## src/rtl/f3_inst_extract.sv

```systemverilog
// Fetch stage 3: queues cache lines from the instruction buffer and hands decode
// one 32-bit instruction per cycle, starting at each line's entry slot.
module f3_inst_extract #(
  parameter int XLEN    = 32,
  parameter int CL_SIZE = 128,
  parameter int QDEPTH  = 2
) (
  input  logic               clk,
  input  logic               rst,
  input  logic               line_valid,
  output logic               line_ready,
  input  logic [CL_SIZE-1:0] line_data,
  input  logic [XLEN-1:0]    line_pc,
  input  logic               line_exc,
  input  logic               flush,
  output logic               inst_valid,
  input  logic               inst_ready,
  output logic [31:0]        inst,
  output logic [XLEN-1:0]    inst_pc,
  output logic               inst_exc,
  output logic               inst_last
);

  localparam int SLOTS = CL_SIZE / 32;
  localparam int SW    = $clog2(SLOTS);
  localparam int OFF   = $clog2(CL_SIZE / 8);
  localparam int PW    = $clog2(QDEPTH);
  localparam int CW    = PW + 1;
  localparam logic [31:0] EXC_NOP = 32'h0000_0013;

  logic [CL_SIZE-1:0] q_data [QDEPTH];
  logic [XLEN-1:0]    q_pc   [QDEPTH];
  logic               q_exc  [QDEPTH];

  logic [PW-1:0] rd_ptr, wr_ptr;
  logic [CW-1:0] count;
  logic [SW-1:0] slot;

  logic [CL_SIZE-1:0] head_data;
  logic [XLEN-1:0]    head_pc;
  logic               head_exc;
  logic [31:0]        slot_word;
  logic               push, fire, pop, head_last;

  assign head_data = q_data[rd_ptr];
  assign head_pc   = q_pc[rd_ptr];
  assign head_exc  = q_exc[rd_ptr];

  // Refusal uses the pre-pop count, so a full queue never accepts while draining.
  assign line_ready = !rst && !flush && (count < CW'(QDEPTH));
  assign push       = line_valid && line_ready;
  assign fire       = inst_valid && inst_ready;
  assign head_last  = head_exc || (slot == SW'(SLOTS - 1));
  assign pop        = fire && head_last;

  always_comb begin
    slot_word = '0;
    for (int k = 0; k < SLOTS; k++) begin
      if (slot == SW'(k)) slot_word = head_data[32*k +: 32];
    end
  end

  // Outputs are driven purely from queue state; an empty queue presents zeros.
  always_comb begin
    inst_valid = 1'b0;
    inst       = '0;
    inst_pc    = '0;
    inst_exc   = 1'b0;
    inst_last  = 1'b0;
    if (count != '0) begin
      inst_valid = 1'b1;
      inst       = head_exc ? EXC_NOP : slot_word;
      inst_pc    = {head_pc[XLEN-1:OFF], slot, 2'b00};
      inst_exc   = head_exc;
      inst_last  = head_last;
    end
  end

  always_ff @(posedge clk) begin
    if (push) begin
      q_data[wr_ptr] <= line_data;
      q_pc[wr_ptr]   <= line_pc;
      q_exc[wr_ptr]  <= line_exc;
    end
  end

  always_ff @(posedge clk) begin
    if (rst || flush) begin
      rd_ptr <= '0;
      wr_ptr <= '0;
      count  <= '0;
      slot   <= '0;
    end else begin
      if (push) wr_ptr <= wr_ptr + PW'(1);
      if (pop)  rd_ptr <= rd_ptr + PW'(1);
      case ({push, pop})
        2'b10:   count <= count + CW'(1);
        2'b01:   count <= count - CW'(1);
        default: count <= count;
      endcase
      // The slot must already point at the new head's entry slot when it surfaces.
      if (pop) begin
        if (count > CW'(1))
          slot <= q_pc[rd_ptr + PW'(1)][OFF-1:2];
        else if (push)
          slot <= line_pc[OFF-1:2];
      end else if (fire) begin
        slot <= slot + SW'(1);
      end else if (push && count == '0) begin
        slot <= line_pc[OFF-1:2];
      end
    end
  end

endmodule
```

## config.mk

```make
export PLATFORM = sky130hd
export DESIGN_NAME = f3_inst_extract
export DESIGN_NICKNAME = d
export VERILOG_FILES = /design/src/rtl/f3_inst_extract.sv
export SDC_FILE = /design/constraint.sdc
export NUM_CORES = 1
export LEC_CHECK = 0
export BUFFER_PORTS_ARGS = -buffer_cell sky130_fd_sc_hd__buf_2
export CORE_MARGIN = 2
export CORE_UTILIZATION = 48
export DETAILED_ROUTE_END_ITERATION = 10
export PLACE_DENSITY = 0.69
export SETUP_SLACK_MARGIN = 0.15
export SYNTH_ARGS = -nofsm -noshare
export SYNTH_HDL_FRONTEND = slang
export SYNTH_SLANG_ARGS = --single-unit
```

## constraint.sdc

```tcl
create_clock -name clk -period 27.7 [get_ports clk]
set_input_delay 4.155 -clock clk [delete_from_list [all_inputs] [get_ports clk]]
set_output_delay 4.155 -clock clk [all_outputs]
set_load 0.05 [all_outputs]
```

Yosys cells after proc, flatten, opt, wreduce, memory -nomap -nowiden --
Memories as Yosys holds them, arrays and structs flattened. A register that Yosys moved wholly into a read port is not among the register bits. Cells that the tools add are included.
Word-level totals: bits in writable memories 322, input bits 166, logic and storage cells 60, output and inout port bits 68, flip-flop bits (word level) 6, memories kept 3
Operators by class: $lt $le $gt $ge 2, mux-type cells 24, $add $sub $neg 5, reductions and logical operators 16, equal/unequal tests 6
Memory list:
- q_data | depth 2, width 128, read ports 1, clocked after memory_dff 1, wr ports 1, line 31 | logic [CL_SIZE-1:0] q_data [QDEPTH];
- q_pc | depth 2, width 32, read ports 2, clocked after memory_dff 1, wr ports 1, line 32 | logic [XLEN-1:0] q_pc [QDEPTH];
- q_exc | depth 2, width 1, read ports 1, clocked after memory_dff 1, wr ports 1, line 33 | logic q_exc [QDEPTH];
Operators with widths (count):
- 32-bit 2-to-1 mux | 7
- 1-bit 2-to-1 mux | 11
- 2-bit 2-to-1 mux | 5
- 2-bit equality test, second input constant | 3
- 1-bit logical AND | 6
- 2-bit by 1-bit adder with 2-bit output, second input constant | 2
- 2-bit by 1-bit equality test with 1-bit output, second input constant | 2
- 2-bit logical NOT | 2
- 2-bit case mux with 2 select lines | 1
- 2-bit nonzero test | 2
- 3-bit by 2-bit != test with 1-bit output, second input constant | 1
- 3-bit nonzero test | 1
- 1-bit adder, second input constant | 2
- 2-bit by 1-bit > comparator with 1-bit output, second input constant | 1
- 1-bit logical NOT | 2
- 1-bit logical OR | 2
- 2-bit < comparator, second input constant | 1
- 2-bit AND reduction | 1
- 2-bit by 1-bit subtractor with 2-bit output, second input constant | 1

Logic depth before layout (Yosys ltp) --
Gate-level depths: netlist (run 1).
word-level depth 8, mapped depth 8, depth with buffers taken out 8

Least setup slack after synthesis (run 1) --
Ideal clock, no wire load.
path kind in2reg, start in flush, end mem q_data[0][0], enable pin, stages 3, buffers on the path 0, arrival 12.341 ns, required time 27.019 ns, library setup time 0.681 ns, path slack 14.678 ns, cell sequence nor3_1 > nand2_1 > nor2_1
On the way: longest elaborated chain between the ends 6
RTL lines:
- from (decl) | line 15 | input logic flush,
- 1-bit logical NOT | line 50 | assign line_ready = !rst && !flush && (count < CW'(QDEPTH));
- 1-bit logical AND (2 in a row) | line 50
- 1-bit logical AND | line 51 | assign push = line_valid && line_ready;
- 1-bit 2-to-1 mux | line 80 | if (push) begin
- 1-bit 2-to-1 mux (not written as such) | line 81 | q_data[wr_ptr] <= line_data;
- to (decl) | line 31
No other way between the ends.

Worst setup path after layout (run 1) --
start in flush, end out line_ready
On the way: longest elaborated chain between the ends 3
RTL lines:
- 1-bit logical NOT | line 50
- 1-bit logical AND (2 in a row) | line 50
- to (decl) | line 11 | output logic line_ready,
No other way between the ends.

==> impl_results.md, run 1 <==
* Vias per Instance at 5.287
* Filler Cells Inserted at 2,008
* Rel. slew slack at 22.92%
* Internal at 817.3 uW
* Largest net degree at the start of global routing at 83
* Die width at 167.8 um
* Final Skew at 0.02272 ns
* Vias in the first global route at 7,428
* Unrepaired setup endpoints after global routing: no
* Crit path cell chain: buf_2, nor3_1, buf_2
* Setup repair bufs after CTS at 0
* Syn avg cell area at 16.49 sq um
* Slowest library cell on the worst path: nor3_1
* Overall routing resource usage at 18.49%
* # DRC at 0
* Sw Pwr at 214.5 uW
* Initial DRC Count at 493
* PostCTS Resize Cnt at 0
* Yosys cell types at 36
* Antenna violations before repair at 14
* Fmax at 0.1091 GHz
* Max Fanout on Critical Path at 7
* Final WS setup at 18.53 ns
* Placed cell count at 1,311
* Hold Violations, Final at 0
* HPWL Detailed at 15,810 um
* Cells after Synth at 781
* Period utilisation layout at 33.09%
* Seq/Total Area, Yosys at 75.26%
* Dpl ws at 18.56 ns
* Die area at 0.02815 sq mm
* Total routed wirelength at 26,370 um
* Final setup TNS at 0 ns
* Buf/Inv on CP at 2
* CTS sink cnt at 325
* Hold Path Class: reg -> reg
* Clk pwr share at 41.8%
* Worst VDD drop at 0.05209 mV
* Critical path data required time at 23.55 ns
* WP data arrival at 5.01 ns
* Max-cap violations at 0
* Synth Warn # at 0
* CTS root buf: clkbuf_16
* Leakage at 5.283 nW
* CORE AREA at 0.02621 sq mm
* Wire per inst at 19.05 um
* Power Density at 66.83 mW/mm^2
* Pwr Total at 1.032 mW
* Post-synthesis register bit count at 325
* Fin nets at 1,188
* Drt pass-1 iters at 5
* Total CTS buffers at 36
* Via count at 7,317
* Die Height at 167.8 um
* Crit Path Class: in -> out
* Syn Std Cell Area at 0.01287 sq mm
* Clock latency reported for the late side of the worst-skew pair at 0.51 ns
* Crit path from: flush
* FP Rows at 59
* Initial Utilization at 49.13%
* Delay-heaviest family, CP: buffers and inverters
* Slew Viols, Final at 0
* Layout cell share with drive strength beyond 1 at 31.18%
* Crit-path max cell delay at 0.37 ns
* Maximum clock path buffer count at 3
* Post-DP Area at 0.01434 sq mm
* Measured slew at the worst slew-check pin at 1.156 ns
* R2r startpoint: count[1]$_SDFFE_PP0P_
* Part of the power in combinational logic at 4.7%
* Startpoint class of the critical path: primary input
* GRT Residual Overflow at 0
* Crit. End Element: output pin
* Worst path most repeated cell: buf_2
* Reg power frac at 53.5%
* PortBufs at 229
* Io pins at 234
* Setup violators final at 0
* FF/Latch Area at 0.009693 sq mm
* First-pass GRT wire length at 39,940 um
* Final min period at 9.167 ns
* Final std cells w/o fill at 1,384
* CTS tree: done
* Clk slew on worst S/H paths at 0.06 ns
* Hold path start: slot[1]$_SDFFE_PP0P_
* Max H-tree Level at 2
* Remaining antenna violation count after routing at 0
* Status: finished, final reports clean
* Area delta synth->final at 19.92%
* Finished layout cell area at 0.01544 sq mm
* Multi-input logic area at 0.002985 sq mm
* Hold buffers post-CTS at 0
* Sw Share at 20.79%
* Global placer's final weighted congestion at 0.7864
-- kinds of logic (layout without fill, tap and decap cells) --
logic type,after synthesis,in the layout,share of synthesized area [%]
mux,156,156,12.45
buf+inv,51,308,1.934
simple gates,118,118,3.741
other cells,1,12,0.02913
fa+ha+maj,8,8,0.7775
flops,325,325,75.26
compound gates,118,118,5.539
xor+xnor,4,4,0.2722
-- per-stage QoR --
| stage | hold WS, ns | utilization (%) |
|---|---|---|
| floorplan | 0.4790 | - |
| global placement | 0.5170 | 54.71 |
| detailed placement | 0.5346 | 54.71 |
| CTS | 0.5452 | 58.82 |
| global route | 0.5752 | 58.91 |
| finish | 0.5409 | 58.92 |
-- cells in the mapped netlist (all sizes together) --
cell / n / area (sq um)
nor2b: 5 / 31.28
o311a: 1 / 10.01
nand2b: 2 / 12.51
nor2: 68 / 255.2
edfxtp: 318 / 9549
a21oi: 69 / 345.3
o21ai: 3 / 15.01
a22oi: 29 / 217.7
conb: 1 / 3.750
and3: 1 / 6.260
xor2: 3 / 26.28
and2: 1 / 6.260
a211oi: 4 / 30.03
or3: 1 / 6.260
mux2: 30 / 341.6
mux2i: 126 / 1261
nand3b: 2 / 15.01
nand2: 33 / 123.9
ha: 8 / 100.1
a21o: 3 / 22.52
o21a: 1 / 7.510
xnor2: 1 / 8.760
a2111oi: 1 / 8.760
o32ai: 2 / 25.03
o22ai: 4 / 25.02
dfxtp: 7 / 140.1
a31oi: 1 / 6.260
inv: 7 / 26.28
clkbuf: 18 / 67.56
buf: 26 / 155.1
nor3: 5 / 25.02
-- final timing paths --
check,cells past startpoint,to,slack (ns)
max,3,line_ready,18.53
min reg2reg,2,slot[1]$_SDFFE_PP0P_,0.54
max reg2reg,5,q_data[0][98]$_DFFE_PP_,24.39
min,2,slot[1]$_SDFFE_PP0P_,0.54
-- worst reg2reg max path, delay by kind of cell, from the launching register on --
family	cells	cell delay, ns
flops	1	0.33
simple gates	3	0.71
buf+inv	2	1.86
-- flip-flops by register name (all words and copies together) (netlist names), named ones only --
register,count
count,2
q_pc,60
q_exc,2
q_data,256
wr_ptr,1
slot,2
rd_ptr,1
-- cell type report --
cell class                 count  share of cell area (%)
antenna                       10                  0.1621
clock buffer                  46                   6.353
clock inverter                17                  0.6240
inverter                       7                  0.1702
multi-input combinational    406                   19.34
sequential                   325                   62.78
tap                          335                   2.715
timing repair buffer         238                   7.861
-- layout by cell type (no fill, tap or decap), drive strengths merged --
cell type and instances:
a2111oi 1, a211oi 4, a21o 3, a21oi 69
a22oi 29, a31oi 1, and2 1, and3 1
buf 238, clkbuf 46, clkinv 15, clkinvlp 1
conb 2, dfxtp 7, diode 10, edfxtp 318
ha 8, inv 8, mux2 30, mux2i 126
nand2 33, nand2b 2, nand3b 2, nor2 68
nor2b 5, nor3 5, o21a 1, o21ai 3
o22ai 4, o311a 1, o32ai 2, or3 1
xnor2 1, xor2 3
-- routing by layer --
layer	up-vias	share of wire [%]	global-route usage (%)	routed length, um
li1	3477	-	-	-
met1	3513	40	22.89	10440
met2	255	49	30.43	13030
met3	64	7.8	5.618	2060
met4	8	3.0	7.788	803
met5	-	0.16	0	42
-- power by group through the flow --
| stage | logic, mW | clock network, mW | registers, mW |
|---|---|---|---|
| floorplan | 0.0269 | 0 | 0.563 |
| global placement | 0.0478 | 0 | 0.562 |
| detailed placement | 0.0493 | 0 | 0.562 |
| CTS | 0.0495 | 0.441 | 0.552 |
| global route | 0.0534 | 0.462 | 0.552 |
| finish | 0.0490 | 0.431 | 0.552 |
Note: power is estimated with default switching activity, not from simulation.
==> run 2: changes to the inputs <==
--- a/config.mk
+++ b/config.mk
@@ -9,7 +9,7 @@
 export CORE_MARGIN = 2
 export CORE_UTILIZATION = 48
 export DETAILED_ROUTE_END_ITERATION = 10
-export PLACE_DENSITY = 0.69
+export PLACE_DENSITY = 0.72
 export SETUP_SLACK_MARGIN = 0.15
 export SYNTH_ARGS = -nofsm -noshare
 export SYNTH_HDL_FRONTEND = slang
==> constraint.sdc (replaced) <==
create_clock -name clk -period 8.4 [get_ports clk]
set_input_delay 1.26 -clock clk [delete_from_list [all_inputs] [get_ports clk]]
set_output_delay 1.26 -clock clk [all_outputs]
set_load 0.05 [all_outputs]
==> impl_results.md, run 2 (same netlist as run 1, synthesis figures left out) <==
* Placed cell count at 1,311
* Final std cells w/o fill at 1,379
* Vias in the first global route at 7,469
* Wire per inst at 19.05 um
* Antenna violations before repair at 11
* Drt pass-1 iters at 5
* Initial DRC Count at 499
* Power Density at 217.8 mW/mm^2
* Maximum clock path buffer count at 3
* Crit path cell chain: buf_4, mux2i_1, a22oi_1, nand2_1, a21oi_1, buf_2
* First-pass GRT wire length at 40,060 um
* Setup repair bufs after CTS at 0
* Leakage at 5.262 nW
* Layout cell share with drive strength beyond 1 at 31.12%
* Area delta synth->final at 19.50%
* Fin nets at 1,187
* Measured slew at the worst slew-check pin at 1.029 ns
* Hold buffers post-CTS at 0
* Most flop-heavy register: q_data
* Final setup TNS at 0 ns
* Total CTS buffers at 35
* Slew Viols, Final at 0
* PortBufs at 229
* Final Skew at 0.02320 ns
* Die area at 0.02815 sq mm
* CTS tree: done
* Period utilisation layout at 55.54%
* Crit Path Class: reg -> out
* Overall routing resource usage at 18.41%
* Hold Path Class: reg -> reg
* CORE AREA at 0.02621 sq mm
* Fmax at 0.2143 GHz
* Largest net degree at the start of global routing at 74
* Dpl ws at 4.220 ns
* Max H-tree Level at 2
* Rel. slew slack at 31.43%
* PostCTS Resize Cnt at 0
* HPWL Detailed at 15,530 um
* CTS sink cnt at 325
* Post-layout util at 58.71%
* Crit. End Element: output pin
* Hold Violations, Final at 0
* Status: finished, final reports clean
* Via count at 7,311
* Largest regs: q_data x256, q_pc x60
* Global placer's final weighted congestion at 0.7637
* Most common cell after layout, fill and taps aside: edfxtp_1
* Die Height at 167.8 um
* Max Fanout on Critical Path at 57
* Slowest library cell on the worst path: dfxtp_4
* Remaining antenna violation count after routing at 0
* GRT Residual Overflow at 0
* Startpoint class of the critical path: flip-flop
* Critical path data required time at 7.14 ns
* Die width at 167.8 um
* Crit-path max cell delay at 0.98 ns
* Final min period at 4.666 ns
* Max-cap violations at 0
* Vias per Instance at 5.302
* FP Rows at 59
* Worst VDD drop at 0.1807 mV
* Final WS setup at 3.734 ns
* WP data arrival at 3.41 ns
* Initial Utilization at 49.13%
* Clock latency reported for the late side of the worst-skew pair at 0.52 ns
* Most frequent cells in the layout: edfxtp_1 (318), buf_2 (229), mux2i_1 (126), a21oi_1 (69), nor2_1 (65)
* Io pins at 234
* # DRC at 0
* Clk slew on worst S/H paths at 0.06 ns
* Setup violators final at 0
* Max reg flops at 256
* Total routed wirelength at 26,270 um
* Unrepaired setup endpoints after global routing: no
* CTS root buf: clkbuf_16
## run 2: cell types whose count changed in the layout (fill, tap and decap cells not counted), sizes merged
cell / delta
inv: +1
clkbuf: +1
diode: -4
clkinv: -3
## run 2: final timing paths
check | from | to | slack [ns] | depth (start not counted)
max reg2reg | count[1]$_SDFFE_PP0P_ | q_data[0][23]$_DFFE_PP_ | 5.58 | 4
min | slot[1]$_SDFFE_PP0P_ | slot[1]$_SDFFE_PP0P_ | 0.53 | 2
max | flip-flop | inst[25] | 3.73 | 6
min reg2reg | slot[1]$_SDFFE_PP0P_ | slot[1]$_SDFFE_PP0P_ | 0.53 | 2
## run 2: cell type report
class	count	area [sq um]
Clock buffer	47	942.2
Sequential cell	325	9693
Tap cell	335	419.2
Antenna cell	6	15.01
Clock inverter	15	90.09
Timing Repair Buffer	238	1214
Inverter	7	26.28
Fill cell	2029	10820
Multi-Input combinational cell	406	2985
## run 2: stage by stage
| stage | power, mW | instance area (sq um) | hold slack, ns |
|---|---|---|---|
| after floorplan | 1.943 | 12880 | 0.4790 |
| after global placement | 2.010 | 14340 | 0.5143 |
| after detailed placement | 2.015 | 14340 | 0.5132 |
| after CTS | 3.388 | 15370 | 0.5222 |
| after global routing | 3.475 | 15380 | 0.5512 |
| final | 3.351 | 15380 | 0.5273 |
## run 2: worst max-delay path: cells and delay by family, from the launching register on
family          cells  cell delay [ns]
compound gates      2             0.46
flops               1             0.98
buf+inv             2             1.12
simple gates        1             0.08
mux                 1             0.17
## run 2: routing by layer
metal	part of all wire [%]	routed length [um]	vias to the layer above	GRT usage [%]
met3	6.9	1813	45	5.548
li1	-	-	3474	-
met1	42	10960	3568	22.96
met4	1.9	502	8	5.595
met5	0.18	48	-	0
met2	49	12940	216	31.15
## run 2: report_power, final
part | switching (mW) | internal, mW
Clock | 0.580 | 0.791
Combinational | 0.104 | 0.0568
Sequential | 0.00747 | 1.81
Total | 0.691 | 2.66
==> run 3: changes to the inputs <==
==> constraint.sdc (replaced) <==
create_clock -name clk -period 4.1 [get_ports clk]
set_input_delay 0.615 -clock clk [delete_from_list [all_inputs] [get_ports clk]]
set_output_delay 0.615 -clock clk [all_outputs]
set_load 0.05 [all_outputs]
==> impl_results.md, run 3 (same netlist as run 1, synthesis figures left out) <==
* Area delta synth->final at 20.92%
* Slew Viols, Final at 0
* PostCTS Resize Cnt at 0
* # DRC at 0
* Sw Pwr at 1.431 mW
* Largest net degree at the start of global routing at 160
* Rel. slew slack at 25.52%
* Final WS setup at 0.6119 ns
* Internal at 5.584 mW
* Unrepaired setup endpoints after global routing: no
* Antenna violations before repair at 11
* CTS root buf: clkbuf_16
* Startpoint class of the critical path: flip-flop
* Final min period at 3.488 ns
* Drt pass-1 iters at 5
* First-pass GRT wire length at 40,210 um
* Die area at 0.02815 sq mm
* Max H-tree Level at 2
* Total CTS buffers at 34
* Part of the power in combinational logic at 4.9%
* CTS tree: done
* Setup repair bufs after CTS at 0
* Fin nets at 1,196
* FP Rows at 59
* Hold path start: line_pc[8]
* Via count at 7,394
* Final hold slack at 0.3007 ns
* Clk pwr share at 42.0%
* Max reg flops at 256
* Crit-path max cell delay at 0.65 ns
* Setup violators final at 0
* Crit Path Class: reg -> out
* Die width at 167.8 um
* Vias per Instance at 5.323
* Die Height at 167.8 um
* Status: finished, final reports clean
* Multi-input logic area at 0.002999 sq mm
* Clock latency reported for the late side of the worst-skew pair at 0.50 ns
* CTS sink cnt at 325
* Most flop-heavy register: q_data
* Dpl ws at 1.102 ns
* Reg power frac at 53.1%
* CORE AREA at 0.02621 sq mm
* Clk slew on worst S/H paths at 0.06 ns
* Final Skew at 0.01094 ns
* Maximum clock path buffer count at 3
* Finished layout cell area at 0.01557 sq mm
* Remaining antenna violation count after routing at 0
* Max Fanout on Critical Path at 20
* Fmax at 0.2867 GHz
* Slowest library cell on the worst path: nor2b_4
* Critical path data required time at 3.48 ns
* Placed cell count at 1,321
* Hold Path Class: in -> reg
* Initial Utilization at 49.13%
* Max-cap violations at 0
* Largest regs: q_data x256, q_pc x60
* Crit path cell chain: inv_1, ha_1, nor2b_4, buf_4, a22oi_1, nand2_1, a21oi_1, buf_2
* GRT Residual Overflow at 0
* Measured slew at the worst slew-check pin at 1.117 ns
* HPWL Detailed at 16,140 um
* R2r startpoint: count[1]$_SDFFE_PP0P_
* Most frequent cells in the layout: edfxtp_1 (318), buf_2 (229), mux2i_1 (126), a21oi_1 (69), nor2_1 (65)
* Post-DP Area at 0.01448 sq mm
* Wire per inst at 19.04 um
* WP data arrival at 2.87 ns
* Layout cell share with drive strength beyond 1 at 31.90%
* Crit. End Element: output pin
* Leakage at 5.343 nW
* PortBufs at 229
* Crit path from: slot[0]$_SDFFE_PP0P_
* FF/Latch Area at 0.009693 sq mm
* Final setup TNS at 0 ns
* Total routed wirelength at 26,450 um
* Filler Cells Inserted at 1,971
* Vias in the first global route at 7,335
* Period utilisation layout at 85.08%
* Sw Share at 20.40%
* Power Density at 450.6 mW/mm^2
* Worst VDD drop at 0.3748 mV
* Hold Violations, Final at 0
* Final std cells w/o fill at 1,389
* Most common cell after layout, fill and taps aside: edfxtp_1
* Overall routing resource usage at 18.55%
* Global placer's final weighted congestion at 0.8098
* Initial DRC Count at 508
* Io pins at 234
* Hold buffers post-CTS at 0
run 3: cell count changes in the layout (fill, tap and decap cells not counted), sizes merged:
cell    delta
inv        -1
buf       +10
diode      +1
bufinv     +3
clkbuf     -7
clkinv     +4
run 3: path summary, 6_finish.rpt:
| check | endpoint | slack (ns) | cells past startpoint |
|---|---|---|---|
| worst max-delay path | inst[12] | 0.61 | 8 |
| worst min-delay path | q_pc[1][8]$_DFFE_PP_ | 0.30 | 1 |
| worst max register to register | count[1]$_SDFFE_PP0P_ | 1.59 | 9 |
| worst min register to register | slot[1]$_SDFFE_PP0P_ | 0.53 | 2 |
run 3: stage by stage:
stage / power [mW] / utilization (%)
floorplan: 3.979 / -
global placement: 4.126 / 55.24
detailed placement: 4.137 / 55.24
CTS: 7.084 / 59.34
global route: 7.247 / 59.37
finish: 7.015 / 59.41
run 3: layer usage:
| metal | up-vias | track usage (%) | share of wire [%] |
|---|---|---|---|
| li1 | 3497 | - | - |
| met1 | 3573 | 23.59 | 41 |
| met2 | 256 | 30.61 | 49 |
| met3 | 62 | 4.984 | 7.3 |
| met4 | 6 | 7.221 | 3.0 |
| met5 | - | 0 | 0.14 |
run 3: power by group through the flow:
stage,combinational [mW],clock [mW],sequential [mW]
2_1_floorplan,0.183,0,3.80
3_3_place_gp,0.335,0,3.79
3_5_place_dp,0.343,0,3.79
4_1_cts,0.345,3.02,3.72
5_1_grt,0.373,3.15,3.73
6_report,0.342,2.95,3.72
run 3: worst max-delay path, delay by kind of cell (launching register included):
kind                       cells  cell delay (ns)
buffers and inverters          3             0.71
DFF                            1             0.36
adders and majority gates      1             0.39
and+or+nand+nor                2             0.79
AOI/OAI and AO/OA              2             0.14
run 3: cell type report:
cell class              instances  share of cell area [%]
flip-flops and latches        325                   62.26
multi-input cells             406                   19.26
repair buffers                248                   8.599
clock buffers                  40                   5.746
well taps                     335                   2.692
clock inverters                21                   1.157
inverters                       7                  0.1688
diodes                          7                  0.1125
